<file path="config.mk">
export PLATFORM = sky130hd
export DESIGN_NAME = tt_byte_port_host
export DESIGN_NICKNAME = d
export VERILOG_FILES = /design/src/rtl/tt_port_pkg.sv /design/src/rtl/tt_byte_port_host.sv
export SDC_FILE = /design/constraint.sdc
export NUM_CORES = 1
export LEC_CHECK = 0
export BUFFER_PORTS_ARGS = -buffer_cell sky130_fd_sc_hd__buf_2
export CAP_MARGIN = 20
export CELL_PAD_IN_SITES_DETAIL_PLACEMENT = 1
export CELL_PAD_IN_SITES_GLOBAL_PLACEMENT = 2
export CORE_MARGIN = 10
export CORE_UTILIZATION = 39
export CTS_BUF_LIST = sky130_fd_sc_hd__clkbuf_8
export CTS_CLUSTER_DIAMETER = 30
export DETAILED_ROUTE_END_ITERATION = 8
export GPL_TIMING_DRIVEN = 0
export PLACE_DENSITY_LB_ADDON = 0.12
export SLEW_MARGIN = 20
export SYNTH_ARGS = -nofsm -noshare
export SYNTH_HDL_FRONTEND = slang
export SYNTH_SLANG_ARGS = --single-unit
</file>
<file path="constraint.sdc">
create_clock -name clk -period 2.7 [get_ports clk]
set_input_delay 0.27 -clock clk [delete_from_list [all_inputs] [get_ports clk]]
set_output_delay 0.27 -clock clk [all_outputs]
set_load 0.02 [all_outputs]
</file>
<file path="src/rtl/tt_port_pkg.sv">
// rtl/tt_port_pkg.sv - shared sizing, state encoding and byte helper for the TT byte-port host
package tt_port_pkg;

   localparam int unsigned DEF_LOG2_BYTES_IN  = 3;
   localparam int unsigned DEF_LOG2_BYTES_OUT = 2;
   localparam int unsigned DEF_SETTLE_CYCLES  = 2;

   localparam int unsigned READ_SEL_LSB  = 4;
   localparam int unsigned MAX_BYTES     = 32;
   localparam int unsigned MAX_WORD_BITS = MAX_BYTES * 8;

   typedef enum logic [2:0] {
      ST_IDLE     = 3'd0,
      ST_WRITE    = 3'd1,
      ST_SETTLE   = 3'd2,
      ST_READ_SET = 3'd3,
      ST_READ_CAP = 3'd4,
      ST_RESP     = 3'd5
   } port_state_e;

   function automatic int unsigned num_bytes(input int unsigned log2_bytes);
      return 32'd1 << log2_bytes;
   endfunction

   // Callers zero-extend their word to MAX_WORD_BITS so one helper serves any width.
   function automatic logic [7:0] pick_byte(input logic [MAX_WORD_BITS-1:0] word,
                                            input logic [4:0]               idx);
      logic [7:0] base;
      base = {idx, 3'b000};
      return word[base +: 8];
   endfunction

endpackage

</file>
<file path="src/rtl/tt_byte_port_host.sv">
// rtl/tt_byte_port_host.sv - serializes an operand word into the TT core and reads the result back
module tt_byte_port_host
   import tt_port_pkg::*;
#(
   parameter int unsigned LOG2_BYTES_IN  = DEF_LOG2_BYTES_IN,
   parameter int unsigned LOG2_BYTES_OUT = DEF_LOG2_BYTES_OUT,
   parameter int unsigned SETTLE_CYCLES  = DEF_SETTLE_CYCLES
) (
   input  logic                                    clk,
   input  logic                                    rst_n,
   input  logic                                    req_valid,
   output logic                                    req_ready,
   input  logic [num_bytes(LOG2_BYTES_IN)*8-1:0]   req_data,
   output logic                                    rsp_valid,
   input  logic                                    rsp_ready,
   output logic [num_bytes(LOG2_BYTES_OUT)*8-1:0]  rsp_data,
   output logic [7:0]                              dut_data,
   output logic [7:0]                              dut_sel,
   input  logic [7:0]                              dut_rd
);

   localparam int unsigned BYTES_IN  = num_bytes(LOG2_BYTES_IN);
   localparam int unsigned BYTES_OUT = num_bytes(LOG2_BYTES_OUT);
   localparam int unsigned IN_W      = BYTES_IN * 8;
   localparam int unsigned OUT_W     = BYTES_OUT * 8;
   localparam int unsigned SW        = (SETTLE_CYCLES > 1) ? $clog2(SETTLE_CYCLES) : 1;

   localparam logic [LOG2_BYTES_IN-1:0]  WR_LAST     = LOG2_BYTES_IN'(BYTES_IN - 1);
   localparam logic [LOG2_BYTES_OUT-1:0] RD_LAST     = LOG2_BYTES_OUT'(BYTES_OUT - 1);
   localparam logic [SW-1:0]             SETTLE_LAST = SW'(SETTLE_CYCLES - 1);

   port_state_e                state_q, state_d;
   logic [IN_W-1:0]            op_q, op_d;
   logic [LOG2_BYTES_IN-1:0]   wr_idx_q, wr_idx_d;
   logic [LOG2_BYTES_OUT-1:0]  rd_idx_q, rd_idx_d;
   logic [LOG2_BYTES_OUT-1:0]  rd_sel_q, rd_sel_d;
   logic [SW-1:0]              settle_q, settle_d;
   logic [7:0]                 dut_data_q, dut_data_d;
   logic                       req_ready_q, req_ready_d;
   logic                       rsp_valid_q, rsp_valid_d;
   logic [OUT_W-1:0]           rsp_data_q, rsp_data_d;

   logic [MAX_WORD_BITS-1:0]   op_ext;
   logic [MAX_WORD_BITS-1:0]   req_ext;

   assign op_ext  = MAX_WORD_BITS'(op_q);
   assign req_ext = MAX_WORD_BITS'(req_data);

   always_ff @(posedge clk or negedge rst_n) begin
      if (!rst_n) begin
         state_q     <= ST_IDLE;
         op_q        <= '0;
         wr_idx_q    <= '0;
         rd_idx_q    <= '0;
         rd_sel_q    <= '0;
         settle_q    <= '0;
         dut_data_q  <= '0;
         req_ready_q <= 1'b0;
         rsp_valid_q <= 1'b0;
         rsp_data_q  <= '0;
      end else begin
         state_q     <= state_d;
         op_q        <= op_d;
         wr_idx_q    <= wr_idx_d;
         rd_idx_q    <= rd_idx_d;
         rd_sel_q    <= rd_sel_d;
         settle_q    <= settle_d;
         dut_data_q  <= dut_data_d;
         req_ready_q <= req_ready_d;
         rsp_valid_q <= rsp_valid_d;
         rsp_data_q  <= rsp_data_d;
      end
   end

   // The core writes on every edge, so the write field and data only ever move together.
   always_comb begin
      state_d     = state_q;
      op_d        = op_q;
      wr_idx_d    = wr_idx_q;
      rd_idx_d    = rd_idx_q;
      rd_sel_d    = rd_sel_q;
      settle_d    = settle_q;
      dut_data_d  = dut_data_q;
      req_ready_d = req_ready_q;
      rsp_valid_d = rsp_valid_q;
      rsp_data_d  = rsp_data_q;
      case (state_q)
         ST_IDLE: begin
            req_ready_d = 1'b1;
            if (req_valid && req_ready_q) begin
               op_d        = req_data;
               wr_idx_d    = '0;
               dut_data_d  = pick_byte(req_ext, 5'd0);
               req_ready_d = 1'b0;
               state_d     = ST_WRITE;
            end
         end
         ST_WRITE: begin
            if (wr_idx_q == WR_LAST) begin
               settle_d = '0;
               state_d  = ST_SETTLE;
            end else begin
               wr_idx_d   = wr_idx_q + 1'b1;
               dut_data_d = pick_byte(op_ext, 5'(wr_idx_d));
            end
         end
         ST_SETTLE: begin
            if (settle_q == SETTLE_LAST) begin
               rd_idx_d = '0;
               state_d  = ST_READ_SET;
            end else begin
               settle_d = settle_q + 1'b1;
            end
         end
         ST_READ_SET: begin
            rd_sel_d = rd_idx_q;
            state_d  = ST_READ_CAP;
         end
         ST_READ_CAP: begin
            for (int j = 0; j < int'(BYTES_OUT); j++) begin
               if (rd_idx_q == LOG2_BYTES_OUT'(j)) begin
                  rsp_data_d[j*8 +: 8] = dut_rd;
               end
            end
            if (rd_idx_q == RD_LAST) begin
               state_d = ST_RESP;
            end else begin
               rd_idx_d = rd_idx_q + 1'b1;
               state_d  = ST_READ_SET;
            end
         end
         ST_RESP: begin
            if (rsp_valid_q && rsp_ready) begin
               rsp_valid_d = 1'b0;
               req_ready_d = 1'b1;
               state_d     = ST_IDLE;
            end else begin
               rsp_valid_d = 1'b1;
            end
         end
         default: begin
            state_d = ST_IDLE;
         end
      endcase
   end

   always_comb begin
      dut_sel = '0;
      dut_sel[LOG2_BYTES_IN-1:0]               = wr_idx_q;
      dut_sel[READ_SEL_LSB +: LOG2_BYTES_OUT]  = rd_sel_q;
   end

   assign req_ready = req_ready_q;
   assign rsp_valid = rsp_valid_q;
   assign rsp_data  = rsp_data_q;
   assign dut_data  = dut_data_q;

endmodule
</file>
==> results.ini, run 1 <==
[outcome]
status = finished clean

[setup_path]
worstSetupPathType = flop to flop
reg2reg_to = dut_data[4]
cp_data_required_time_ps = 3020
arrival_ps = 2760
reg2reg_from = wr_idx_q[0]
rrSetupSlack_ps = 260
crit_path_end_kind = flop
cp-startpoint = wr_idx_q[0]
reg2regPathDepth = 8
crit_end = dut_data[4]
crit_fanout = 10
worstSetupStartpointType = flop

[job]
cap_violations = 0

[worst_hold_path]
hold_class = primary input to flop

[timing]
slew_headroom_pct = 54.7
drv_slew = 0
period_needed_ps = 2440
timing.final.crit_share_pct = 90.5
worst_slack_ps = 257
skew_ps = 10.2
setup_viol = 0
max_freq_mhz = 409
worst_pin_slew_ps = 680
hold_violations = 0
rsz0062_at_grt = no

[finish]
final_layout_size_suffix_gt1_share_pct = 58.3
multi_input_area_sq_um = 2290
n_fill_cell = 1423
syn_to_final_growth_pct = 24.6
nets = 570
regArea_sq_um = 2930
stdcell_count = 681
antennaDiodeCount = 0

[yosys]
synth_top_cell_area_share_pct = 53.7
ys_seq_area_share_pct = 53.7
yosys_warnings = 0
synth.top_cells.by_area = dfrtp_1, mux2_4, mux2_2
postSynthAreaPerCell_sq_um = 15.9
synth_top_cell_by_area = dfrtp_1
syn_area_sq_um = 5450
postSynthCellCount = 343
ys_async_sr_fraction_pct = 100
synthFlopType = dfrtp_1
synth_edf_count = 0
synth-seq-cells = 117
synth_cell_types = 33

[clock_tree]
clk_latency_ps = 440
cts_made_buffers = 17
h-tree-depth = 4
root_buffer = clkbuf_8
cts_resized = 0
clock_path_buffers = 2
clock-sinks = 117
cts_tree = done
clk_pin_slew_ps = 70

[global_route]
grt_antenna_before_repair = 0
grt_overflow = 0
grt_pass1_vias = 3926
grt_max_degree = 63
grt_pass1_wl_mm = 22.3
grt_usage_pct = 14.8

[placement]
dpl.cell_count = 648
place.gp.congestion = 0.747
numPortBuffers = 122
dp_hpwl_mm = 10.0
pre_cts_ws_ps = 264

[floorplan]
num_rows = 43
die_area_sq_um = 19100
core_sq_um = 13800
initial_core_util_pct = 39.6
ios = 126
dieWidth_um = 138
die_h_um = 138

[drt]
routed_wl_mm = 13.6
vias = 3370
drt-vias-per-instance = 4.95
drtAntennaViolNets = 0
drtIter0Drc = 102
drcViolationCount = 0
dr.pass1.iters = 4
avgRoutedWirePerCell_um = 19.9

[power_and_ir_drop]
vdd_drop_max_mv = 0.505
cellLeakagePower_nw = 3.39
power_density_nw_per_um2 = 1300

layout make-up:
type | count | share of cell area [%]
clock inverter | 14 | 3.06
inverter | 3 | 0.166
clock buffer | 18 | 3.65
multi-input combinational | 201 | 33.7
timing repair buffer | 124 | 9.63
sequential | 117 | 43.1
tap | 180 | 3.32
buffer | 24 | 3.43
report_power, final:
part	leakage [nW]	switching [W]	internal, W
sequential	1.45	0.000389	0.00244
combinational	1.71	0.00177	0.00238
clock	0.228	0.000721	0.00112
sequential cells by signal, summed over array words and instances, names as in the netlist:
register	flops
state_q	3
settle_q	1
rsp_data	32
wr_idx_q	3
op_q	64
req_ready	1
dut_data	8
rd_sel_q	2
rsp_valid	1
rd_idx_q	2
metal layers:
layer	track usage (%)	share of wire (%)
met5	0	0
met4	4.99	1.4
met3	4.90	5.0
met2	24.4	50
met1	17.6	43
timing repair:
action / CTS / global route
hold buffers: 1 / 0
buffers inserted: 0 / 0
hold endpoints to repair: 55 / 0
worst min-delay path by stage:
stage	start	to	slack, ps	cells after the start
CTS	req_data[30]	op_q[30]	20	2
finish	req_data[33]	op_q[33]	60	2
floorplan	rst_n	dut_data[0]	-30	0
global placement	rd_sel_q[0]	rd_sel_q[0]	460	2
detailed placement	rst_n	rsp_data[19]	260	1
global route	req_data[12]	op_q[12]	30	2
synthesized netlist by cell type, types with 7 or more instances:
cell     instances
a21oi_1          7
a221o_1          8
buf_2            9
dfrtp_1        117
mux2_2          36
mux2_4          60
mux2i_1          9
mux4_2          16
nand2_1         10
nor3_1           9
o21ai_0          7
logic make-up (layout without fill, tap and decap cells):
| family | count (synthesis) | after routing | synth area share [%] |
|---|---|---|---|
| other | 1 | 3 | 0.0688 |
| muxes | 122 | 122 | 32.4 |
| adders and majority gates | 6 | 6 | 1.38 |
| AOI/OAI and AO/OA | 27 | 27 | 3.65 |
| buffers and inverters | 27 | 183 | 4.48 |
| DFF | 117 | 117 | 53.7 |
| and+or+nand+nor | 43 | 43 | 4.27 |
cells in the final DEF (no fill, tap or decap), drive strengths merged, types with 8 or more instances in the layout:
master  count
mux4       16
dfrtp     117
buf       145
nand2      10
mux2       97
nor3        9
mux2i       9
a221o       8
clkbuf     20
critical path, cell delays in order, from the launching register on:
cell and delay (ps):
dfrtp_1 410, ha_1 220, ha_1 260, buf_2 240
buf_2 330, mux4_2 370, mux2i_1 150, nor3_1 80
a221o_1 260
per-stage QoR:
step                      hold WS [ps]  power, W  setup TNS (ps)  utilization [%]  cell area (sq um)
after floorplan                  -25.6   0.00607               0                -               5460
after global placement             462   0.00699          -14210             45.7               6290
after detailed placement           264   0.00709               0             45.9               6330
after CTS                         24.9   0.00898               0             49.3               6790
after global routing              31.3   0.00938               0             49.3               6790
final                             57.0   0.00881               0             49.3               6790
Note: power is estimated with default switching activity, not from simulation.
==> run 2: changes to the inputs <==
Settings changed: CORE_MARGIN 10 to 4, REMOVE_ABC_BUFFERS set to 1.
==> run 2 against run 1 <==
Register-to-register slack got worse by 110 ps. Combinational power down 11%. Routed wire length decreased by 12%. Critical path depth down 1. Sequential power rose by 3%. Fmax down 4.3%.
==> results.ini, run 2 (synthesis gave the netlist of run 1 again) <==
[drt]
drt-vias-per-instance = 5.00  ; +0.98%
drtAntennaViolNets = 0  ; unchanged
vias = 3283  ; -2.6%
dr.pass1.iters = 4  ; unchanged
avgRoutedWirePerCell_um = 18.2  ; -8.7%
routed_wl_mm = 12.0  ; -12%
drcViolationCount = 0  ; unchanged
drtIter0Drc = 122  ; +20%

[global_route]
grt_usage_pct = 15.6  ; +0.83 points
grt_antenna_before_repair = 2  ; +2
grt_pass1_vias = 3667  ; -6.6%
grt_max_degree = 68  ; +7.9%
grt_overflow = 0  ; unchanged
grt_pass1_wl_mm = 19.5  ; -13%

[timing]
setup_viol = 0  ; unchanged
skew_ps = 8.05  ; -2.15 ps
holdWs_ps = 61.9  ; +4.90 ps
slew_headroom_pct = 58.9  ; +4.3 points
hold_violations = 0  ; unchanged
rsz0062_at_grt = no
worst_pin_slew_ps = 616  ; -64.0 ps
timing.final.crit_share_pct = 94.5  ; +4.0 points
max_freq_mhz = 392  ; -4.3%
drv_slew = 0  ; unchanged
finalSetupTns_ps = 0  ; unchanged
period_needed_ps = 2550  ; +109 ps

[finish]
final_core_util_pct = 48.5  ; -0.80 points
syn_to_final_growth_pct = 19.8
final_layout_size_suffix_gt1_share_pct = 56.8  ; -1.5 points
regMostFlops = op_q
nets = 551  ; -3.3%
n_fill_cell = 1371  ; -3.7%
largest_reg_flops = 64  ; unchanged
final_common_cell = buf_2
antennaDiodeCount = 0  ; unchanged
final_cell_mix = buf_2, dfrtp_1, mux2_4, mux2_2, clkbuf_8

[clock_tree]
clock_path_buffers = 2  ; unchanged
clock-sinks = 117  ; unchanged
h-tree-depth = 4  ; unchanged
root_buffer = clkbuf_8
clk_pin_slew_ps = 70  ; about the same
clk_latency_ps = 420  ; -20 ps
cts_tree = done
cts_made_buffers = 17  ; unchanged

[setup_path]
slowest_stage = dfrtp_4
cp_data_required_time_ps = 3010  ; about the same
slowest_delay_ps = 590  ; +180 ps
path_cells = ha_1, ha_2, nand2b_1, a211o_4, nor2_8, buf_12, mux2_2
cp_top_family = flip-flops
crit_fanout = 31  ; +21
arrival_ps = 2860  ; +100 ps
reg2reg_from = wr_idx_q[0]
crit_path_end_kind = flop
cp-startpoint = wr_idx_q[0]
worstSetupPathType = flop to flop
worstSetupStartpointType = flop
path_buf_inv = 1  ; -1

[floorplan]
initial_core_util_pct = 40.5  ; +0.94 points
core_sq_um = 13500  ; -2.3%
die_h_um = 126  ; -8.7%
num_rows = 42  ; -2.3%
ios = 126  ; unchanged
die_area_sq_um = 15900  ; -17%
dieWidth_um = 126  ; -8.7%

[placement]
numPortBuffers = 122  ; unchanged
dp_hpwl_mm = 8.22  ; -18%
place.gp.congestion = 0.711  ; -4.8%

[job]
cap_violations = 0  ; unchanged

[worst_hold_path]
hold_class = primary input to flop
min_from = req_data[56]

[power_and_ir_drop]
cellLeakagePower_nw = 3.26  ; -3.8%
vdd_drop_max_mv = 0.491  ; -2.8%
power_density_nw_per_um2 = 1230  ; -5.3%

[outcome]
status = finished clean

run 2: per-layer routing:
metal	global-route usage, %	routed length [um]	up-vias
li1	-	-	1497
met1	19.3	5190	1664
met2	25.6	5880	104
met3	5.76	774	14
met4	4.73	95	4
met5	0	14	-
run 2: worst register-to-register path: stages (launching register included):
cell and delay [ps]:
dfrtp_4 590, ha_1 250, ha_2 170, nand2b_1 150, a211o_4 470, nor2_8 190, buf_12 250, mux2_2 370
run 2: cell type report:
| class | count | area [sq um] | share of cell area [%] |
|---|---|---|---|
| inverters | 3 | 11.3 | 0.173 |
| flip-flops and latches | 117 | 2930 | 44.9 |
| clock inverters | 8 | 35.0 | 0.537 |
| repair buffers | 129 | 724 | 11.1 |
| clock buffers | 23 | 317 | 4.85 |
| well taps | 176 | 220 | 3.37 |
| multi-input cells | 201 | 2290 | 35.1 |
run 2: stage by stage:
| stage | worst slack (ps) | instances | power [W] | cell area [sq um] |
|---|---|---|---|---|
| 4_1_cts | 20.2 | 656 | 0.00814 | 6510 |
| 5_1_grt | 15.4 | 657 | 0.00856 | 6530 |
| 3_3_place_gp | -1280 | 619 | 0.00649 | 6060 |
| 2_1_floorplan | -717 | 321 | 0.00572 | 5230 |
| 6_report | 148 | 657 | 0.00802 | 6530 |
| 3_5_place_dp | -299 | 622 | 0.00664 | 6130 |
run 2: worst paths after layout:
| path | slack [ps] | to | depth (start not counted) |
|---|---|---|---|
| max | 150 | op_q[59] | 7 |
| min | 60 | op_q[56] | 2 |
| max reg2reg | 150 | op_q[59] | 7 |
| min reg2reg | 480 | rd_sel_q[0] | 2 |
| max in group asynchronous | 1630 | rd_sel_q[0] | 3 |
| min in group asynchronous | 360 | rsp_data[5] | 2 |
run 2: timing repair:
action,in CTS,in global routing
hold endpoints to repair,50,0
gates cloned,0,0
buffers inserted,2,1
resized for setup,2,0
endpoints found under the setup margin,61,63
hold buffers,1,0
pin swaps,1,0
run 2: report_power, final:
| part | leakage (nW) | total (W) | internal, W | switching, W |
|---|---|---|---|---|
| registers | 1.45 | 0.00291 | 0.00244 | 0.000468 |
| logic | 1.61 | 0.00371 | 0.00220 | 0.00151 |
| clock network | 0.202 | 0.00140 | 0.000757 | 0.000647 |
==> run 3: changes to the inputs <==
Settings changed: CELL_PAD_IN_SITES_DETAIL_PLACEMENT 1 to unset, CELL_PAD_IN_SITES_GLOBAL_PLACEMENT 2 to unset, CORE_UTILIZATION 39 to 55, HOLD_SLACK_MARGIN set to 0.12.
==> run 3 against run 2 <==
Clock power increased by 17%. Final area increased by 11%. Register-to-register slack improved by 30 ps. Worst setup slack improved by 30 ps. Fmax grew 1.2%. Clock-buffer cell count down 3. Clock skew is 1.4 ps lower. Sequential power hardly changed. Hold slack improved by 140 ps. Utilization is 26 points higher. Highest routed layer is now met4.
==> results.ini, run 3 (synthesis gave the netlist of run 1 again) <==
[floorplan]
die_area_sq_um = 11600  ; -27%
ios = 126  ; unchanged
num_rows = 36  ; -14%
die_h_um = 108  ; -15%
core_sq_um = 9730  ; -28%
dieWidth_um = 108  ; -15%
initial_core_util_pct = 56.0  ; +16 points

[finish]
multi_input_area_sq_um = 2300  ; +0.49%
syn_to_final_growth_pct = 33.1
final_layout_size_suffix_gt1_share_pct = 49.8  ; -6.9 points
design_area_sq_um = 7260  ; +11%
regArea_sq_um = 2930  ; unchanged
nets = 623  ; +13%
antennaDiodeCount = 0  ; unchanged
final_cell_mix = buf_2, dfrtp_1, dlygate4sd3_1, mux2_4, mux2_2
n_fill_cell = 632  ; -54%
largest_reg_flops = 64  ; unchanged
final_core_util_pct = 74.6  ; +26 points
final_common_cell = buf_2
regMostFlops = op_q

[timing]
skew_ps = 6.64  ; -1.40 ps
max_freq_mhz = 397  ; +1.2%
slew_headroom_pct = 61.1  ; +2.2 points
period_needed_ps = 2520  ; -30.0 ps
finalSetupTns_ps = 0  ; unchanged
setup_viol = 0  ; unchanged
timing.final.crit_share_pct = 93.4  ; -1.1 points
worst_slack_ps = 178  ; +30.0 ps
worst_pin_slew_ps = 583  ; -33.2 ps
drv_slew = 0  ; unchanged
rsz0062_at_grt = no
hold_violations = 0  ; unchanged

[drt]
routed_wl_mm = 11.8  ; -1.0%
dr.pass1.iters = 4  ; unchanged
drcViolationCount = 0  ; unchanged
drtIter0Drc = 165  ; +35%
vias = 3585  ; +9.2%
drtAntennaViolNets = 0  ; unchanged
avgRoutedWirePerCell_um = 17.2  ; -5.3%
drt-vias-per-instance = 5.22  ; +4.4%

[outcome]
status = finished clean

[clock_tree]
root_buffer = clkbuf_8
cts_tree = done
h-tree-depth = 4  ; unchanged
cts_made_buffers = 17  ; unchanged
clock-sinks = 117  ; unchanged
clk_latency_ps = 420  ; about the same
clock_path_buffers = 2  ; unchanged
clk_pin_slew_ps = 70  ; about the same

[power_and_ir_drop]
power_frac_clock_pct = 19.6  ; +2.1 points
intPower_w = 0.00567  ; +5.2%
cellLeakagePower_nw = 3.58  ; +9.7%
power_frac_seq_pct = 34.7  ; -1.6 points
swShare_pct = 32.2  ; -0.58 points
comb_power_share_pct = 45.7  ; -0.5 points
power_density_nw_per_um2 = 1150  ; -6.2%
p_sw_w = 0.00269  ; +2.4%
vdd_drop_max_mv = 0.631  ; +28%
power.total_w = 0.00836  ; +4.3%

[setup_path]
crit_path_end_kind = flop
cp_data_required_time_ps = 3010  ; about the same
arrival_ps = 2830  ; -30 ps
worstSetupStartpointType = flop
rrSetupSlack_ps = 180  ; +30 ps
worstSetupPathType = flop to flop
crit_fanout = 24  ; -23%

[placement]
place.gp.congestion = 0.750  ; +5.4%
postPlaceCellArea_sq_um = 6080  ; -0.88%
pre_cts_ws_ps = -354  ; -54.3 ps
numPortBuffers = 122  ; unchanged
dp_hpwl_mm = 7.35  ; -11%

[global_route]
grt_most_used_layer = met2
use_met1_pct = 27.2  ; +7.9 points
grt_pass1_vias = 3862  ; +5.3%
grt_pass1_wl_mm = 19.5  ; +0.28%
met2_usage_pct = 37.4  ; +12 points
grt_usage_pct = 22.1  ; +6.5 points
grt_antenna_before_repair = 0  ; -2
grt_overflow = 0  ; unchanged
grt_max_degree = 61  ; -10%
use_met3_pct = 6.18  ; +0.42 points

[job]
cap_violations = 0  ; unchanged

[worst_hold_path]
hold_class = primary input to flop

run 3: power by group through the flow:
stage          Sequential [W]  Clock [W]  Combinational, W
6_report              0.00290    0.00164           0.00383
5_1_grt               0.00299    0.00177           0.00410
4_1_cts               0.00293    0.00168           0.00379
3_5_place_dp          0.00294          0           0.00364
3_3_place_gp          0.00292          0           0.00349
2_1_floorplan         0.00295          0           0.00277
run 3: worst paths after layout:
path                       cells past startpoint         from           end
min                                            3    rsp_ready     rsp_valid
min in group asynchronous                      2        rst_n  rsp_data[31]
max reg2reg                                    6  wr_idx_q[0]      op_q[19]
max in group asynchronous                      3        rst_n     rsp_valid
max                                            6  wr_idx_q[0]      op_q[19]
min reg2reg                                    2  rd_sel_q[1]   rd_sel_q[1]
run 3: timing repair:
item	4_1_cts	5_1_grt
pin swaps	1	0
gates resized for setup	2	0
hold endpoints to repair	162	0
gates cloned	1	0
hold buffers	73	0
setup buffers	1	1
endpoints found under the setup margin	73	14
run 3: through the flow:
stage	cells	hold slack, ps
4_1_cts	686	170
6_report	687	199
3_5_place_dp	579	276
2_1_floorplan	321	-25.6
5_1_grt	687	190
3_3_place_gp	576	462
run 3: area by class of cell:
class | count | area share, %
Inverter | 3 | 0.155
Multi-Input combinational cell | 202 | 31.7
Tap cell | 133 | 2.29
Timing Repair Buffer | 200 | 19.8
Clock buffer | 20 | 3.79
Sequential cell | 117 | 40.4
Clock inverter | 12 | 1.86
run 3: critical path, cell delays in order, from the launching register on:
cell,delay (ps)
dfrtp_4,600
ha_1,240
ha_2,170
nand2b_1,140
a211o_4,480
nor2_4,430
mux2_4,340
run 3: layer usage:
metal	vias up	part of all wire (%)
met5	-	0
met4	0	1.9
met1	1814	42
met3	21	5.0
li1	1651	-
met2	99	51
